## src/rtl/argmax_sequencer.sv

```systemverilog
// Sequential argmax over NUM_CLASSES signed scores served one at a time by a shared
// output-neuron datapath, with a per-score watchdog that aborts on a stalled response.
module argmax_sequencer #(
  parameter int NUM_CLASSES = 10,
  parameter int DATA_W      = 26,
  parameter int IDX_W       = 4,
  parameter int TIMEOUT_CYC = 64
) (
  input  logic              clk,
  input  logic              GlobalReset,
  input  logic              start,
  output logic              score_req,
  output logic [IDX_W-1:0]  score_sel,
  input  logic              score_valid,
  input  logic [DATA_W-1:0] score_data,
  output logic              busy,
  output logic              done,
  output logic [IDX_W-1:0]  class_out,
  output logic [DATA_W-1:0] max_score,
  output logic              error
);

  localparam logic [1:0] S_IDLE = 2'd0;
  localparam logic [1:0] S_REQ  = 2'd1;
  localparam logic [1:0] S_WAIT = 2'd2;
  localparam logic [1:0] S_DONE = 2'd3;

  localparam int WDOG_W = $clog2(TIMEOUT_CYC + 1);

  localparam logic [IDX_W-1:0]  LAST_IDX  = IDX_W'(NUM_CLASSES - 1);
  localparam logic [WDOG_W-1:0] WDOG_LAST = WDOG_W'(TIMEOUT_CYC - 1);
  localparam logic [DATA_W-1:0] MOST_NEG  = {1'b1, {(DATA_W-1){1'b0}}};

  logic [1:0]        state;
  logic [IDX_W-1:0]  idx;
  logic [IDX_W-1:0]  run_idx;
  logic [DATA_W-1:0] run_max;
  logic [WDOG_W-1:0] wdog;

  // Candidate running maximum after folding in the current response.
  logic              take;
  logic [DATA_W-1:0] next_max;
  logic [IDX_W-1:0]  next_idx;
  logic              last_class;
  logic              wdog_expired;

  // NOTE: every always_comb output gets a default first so no path can infer a latch.
  always_comb begin
    take         = 1'b0;
    next_max     = run_max;
    next_idx     = run_idx;
    last_class   = (idx == LAST_IDX);
    wdog_expired = (wdog == WDOG_LAST);
    // Index 0 always loads, so an all-most-negative input still reports class 0.
    if ((idx == '0) || ($signed(score_data) > $signed(run_max))) begin
      take = 1'b1;
    end
    if (take) begin
      next_max = score_data;
      next_idx = idx;
    end
  end

  // NOTE: sequential state uses non-blocking assignments only, so every register
  // samples the pre-edge values regardless of statement order.
  always_ff @(posedge clk) begin
    if (GlobalReset) begin
      state     <= S_IDLE;
      idx       <= '0;
      run_idx   <= '0;
      run_max   <= '0;
      wdog      <= '0;
      class_out <= '0;
      max_score <= '0;
      error     <= 1'b0;
    end else begin
      case (state)
        S_IDLE: begin
          if (start) begin
            state   <= S_REQ;
            idx     <= '0;
            run_max <= MOST_NEG;
            run_idx <= '0;
            wdog    <= '0;
          end
        end

        S_REQ: begin
          state <= S_WAIT;
        end

        S_WAIT: begin
          // A response in the expiry cycle still counts; the valid check comes first.
          if (score_valid) begin
            run_max <= next_max;
            run_idx <= next_idx;
            if (last_class) begin
              state     <= S_DONE;
              class_out <= next_idx;
              max_score <= next_max;
              error     <= 1'b0;
            end else begin
              state <= S_REQ;
              idx   <= idx + 1'b1;
              wdog  <= '0;
            end
          end else if (wdog_expired) begin
            state     <= S_DONE;
            class_out <= '1;
            max_score <= run_max;
            error     <= 1'b1;
          end else begin
            wdog <= wdog + 1'b1;
          end
        end

        S_DONE: begin
          state <= S_IDLE;
        end

        default: begin
          state <= S_IDLE;
        end
      endcase
    end
  end

  // Result registers load on the edge entering DONE, so they are visible with done.
  assign score_req = (state == S_REQ);
  assign score_sel = idx;
  assign busy      = (state != S_IDLE);
  assign done      = (state == S_DONE);

endmodule
```

## config.mk

```make
export PLATFORM = sky130hd
export DESIGN_NAME = argmax_sequencer
export DESIGN_NICKNAME = d
export VERILOG_FILES = /design/src/rtl/argmax_sequencer.sv
export SDC_FILE = /design/constraint.sdc
export NUM_CORES = 1
export LEC_CHECK = 0
export BUFFER_PORTS_ARGS = -buffer_cell sky130_fd_sc_hd__buf_2
export CELL_PAD_IN_SITES_DETAIL_PLACEMENT = 1
export CELL_PAD_IN_SITES_GLOBAL_PLACEMENT = 1
export CORE_ASPECT_RATIO = 1.4
export CORE_MARGIN = 2
export CORE_UTILIZATION = 25
export DETAILED_ROUTE_END_ITERATION = 10
export MAX_ROUTING_LAYER = met4
export PLACE_DENSITY = 0.54
export SKIP_LAST_GASP = 1
export SLEW_MARGIN = 20
export SYNTH_ARGS = -nofsm -noshare
export SYNTH_HDL_FRONTEND = slang
export SYNTH_SLANG_ARGS = --single-unit
```

## constraint.sdc

```tcl
create_clock -name clk -period 6.2 [get_ports clk]
set_input_delay 0.31 -clock clk [delete_from_list [all_inputs] [get_ports clk]]
set_output_delay 0.31 -clock clk [all_outputs]
set_load 0.01 [all_outputs]
```

==> results.yml <==
placed_design:
  place_congestion: 0.736
  place_hpwl_microns: 8310
  io_buffers: 67
flow_run:
  cap_violations: 0
sta:
  finalSetupViolCount: 0
  whs_ps: 217
  tns_ps: 0
  finalCritPeriodShare_pct: 55.8
  worstMarginPinSlew_ps: 1020
  maxSlewViolCount: 0
  relSlewSlack_pct: 31.8
  rsz0062_at_grt: "no"
  max_freq_mhz: 289
  min_period_ps: 3460
  fin_worst_skew_ps: 7.94
  hold_viol_final: 0
final_layout:
  multi_input_area_sq_um: 2240
  diodes: 0
  regArea_sq_um: 1480
  drive_above_1_share_pct: 26.4
  syn_to_final_growth_pct: 19.6
  fill_cells: 1812
  fin_nets: 551
power_and_ir_drop:
  p_leak_uw: 0.00196
  power_density_nw_per_um2: 258
  peakVddDrop_uv: 117
floorplan:
  die_h_microns: 153
  fp.dieArea_sq_um: 17000
  io_pins: 68
  coreArea_sq_um: 15600
  start_util_pct: 25.5
  die_w_microns: 111
  num_rows: 54
grt:
  track_usage_pct: 14.6
  antenna_found_initial: 0
  grt_pass1_vias: 3617
  grt_pass1_wl_microns: 19000
  grt_start_max_net_pins: 52
  overflow: 0
drt:
  routed_wl_microns: 11800
  route.detailed.drc: 0
  routedWlPerCell_microns: 17.0
  drt_first_pass_iters: 4
  drtIter0Drc: 94
  ant_nets: 0
  num_vias: 3510
  vias_per_cell: 5.07
logic_synthesis:
  synth_seq_cells: 74
  syn_avg_cell_area_sq_um: 9.08
  synthArstFlopShare_pct: 0
  syn_inst: 439
  synth_area_sq_um: 3990
  ys_types: 58
  synth-edff-count: 0
  ys_seq_area_share_pct: 37.2
  syn_nets: 499
  ys_warn_count: 0
  ys.flop_type: "dfxtp_1"
worst_hold_path:
  min_path_type: "primary input to flop"
clocking:
  h-tree-depth: 3
  clkSinkCount: 74
  postCtsSetupBuffers: 0
  clkTransAtPathRegs_ps: 60
  cts_resized: 0
  clock_latency_ps: 340
  cts_tree: "done"
  cts_root_buf: "clkbuf_16"
  numCtsBuffers: 9
  clockBufferDepth: 2
  cts_hold_buf: 0
worst_setup_path:
  required_ps: 6430
  arrival_ps: 3690
  worstSetupEndpointType: "flop"
  worstSetupPathType: "flop to flop"
  startpoint_type: "flop"
  crit_path_max_fanout: 28
run_status:
  status: "finished, final reports clean"
==> layer usage <==
layer | share of wire (%) | vias up | global-route usage, %
met5 | 0 | - | -
met4 | 1.3 | 0 | 4.82
met3 | 2.7 | 7 | 2.78
met2 | 52 | 60 | 26.0
met1 | 44 | 1713 | 16.3
li1 | - | 1730 | -
==> cell families after synthesis <==
| logic type | share of synthesized area (%) |
|---|---|
| xor gates and xnor gates | 1.76 |
| muxes | 0.879 |
| buffers and inverters | 6.69 |
| adders and majority gates | 9.42 |
| DFF | 37.2 |
| AOI/OAI and AO/OA | 23.1 |
| and+or+nand+nor | 21.0 |
==> through the flow <==
stage               cell area, sq um  worst slack, ps  util [%]  cells  total power, uW
global route                    4770             2490      30.5    692             1290
finish                          4770             2740      30.5    692             1230
global placement                4430             2760      28.4    676              645
detailed placement              4430             2670      28.4    676              648
floorplan                       3990             3590         -    439              602
CTS                             4770             2690      30.5    692             1250
==> area by class of cell <==
type	instances	share of cell area [%]
multi-input cells	307	47.0
flip-flops and latches	74	31.1
repair buffers	68	7.19
clock buffers	12	5.59
well taps	196	5.15
inverters	31	2.44
clock inverters	4	1.52
==> state kept, by name, indices dropped and copies added (netlist names) <==
| register | cells |
|---|---|
| state | 2 |
| class_out | 4 |
| run_idx | 4 |
| score_sel | 4 |
| wdog | 7 |
| max_score | 26 |
| run_max | 26 |
| error | 1 |
==> Yosys cell counts (3+ instances only) <==
library cell / count / area (sq um)
dfxtp_1: 74 / 1480
o21a_1: 3 / 22.5
buf_4: 4 / 30.0
and2_1: 4 / 25.0
xor2_1: 6 / 52.6
nand4_1: 9 / 56.3
clkbuf_1: 15 / 56.3
or2_2: 3 / 18.8
a2111oi_0: 3 / 26.3
a211oi_1: 6 / 45.0
buf_2: 3 / 15.0
a21oi_1: 16 / 80.1
ha_1: 30 / 375
nand2b_1: 5 / 31.3
inv_1: 31 / 116
a32o_2: 26 / 293
a21boi_1: 3 / 22.5
nand3_1: 29 / 145
nor2_1: 44 / 165
o21ai_0: 9 / 45.0
nor3_1: 12 / 60.1
nand2_1: 35 / 131
a311oi_1: 23 / 201
nor2b_1: 3 / 18.8
==> cell usage in the layout, fill, tap and decap left out, drive strengths merged, types with 2 or more instances in the layout <==
cell type and n:
nand3b 2, mux2i 2, nor2 47, bufinv 2, ha 30, nor3 12, nor2b 3, a211oi 7
o21a 3, buf 68, nand2 35, clkinv 2, a32o 28, clkbuf 12, dfxtp 74, xor2 6
a311oi 23, inv 30, and2 4, nand4 10, or3 3, or2 3, nand2b 5, xnor2 2
o21ai 12, nand3 30, nor4 2, a21oi 17, a21boi 3, o21bai 2, a2111oi 3
==> report_power, final <==
part | leakage (uW) | internal [uW] | total (uW) | switching (uW)
Sequential | 0.000597 | 482 | 490 | 7.80
Combinational | 0.00120 | 49.6 | 145 | 95.3
Clock | 0.000165 | 385 | 596 | 211
Total | 0.00196 | 916 | 1230 | 314
==> worst paths after layout <==
| check | slack [ps] | end | start | depth (start not counted) |
|---|---|---|---|---|
| max reg2reg | 2740 | run_max[23]$_SDFFE_PP0P_ | run_max[25]$_SDFFE_PP0P_ | 10 |
| min | 220 | run_max[12]$_SDFFE_PP0P_ | score_data[12] | 2 |
| min reg2reg | 490 | run_max[0]$_SDFFE_PP0P_ | run_max[0]$_SDFFE_PP0P_ | 2 |
| max | 2740 | run_max[23]$_SDFFE_PP0P_ | run_max[25]$_SDFFE_PP0P_ | 10 |
==> worst max-delay path: stages (launching register included) <==
cell	delay, ps
dfxtp_1	360
inv_1	50
ha_1	510
nand4_4	190
nor3_1	260
a21oi_2	100
o211ai_4	160
mux2_4	370
nor2_4	590
o21ai_4	390
a32o_2	360
No activity file was read; power rests on OpenSTA's default activity.
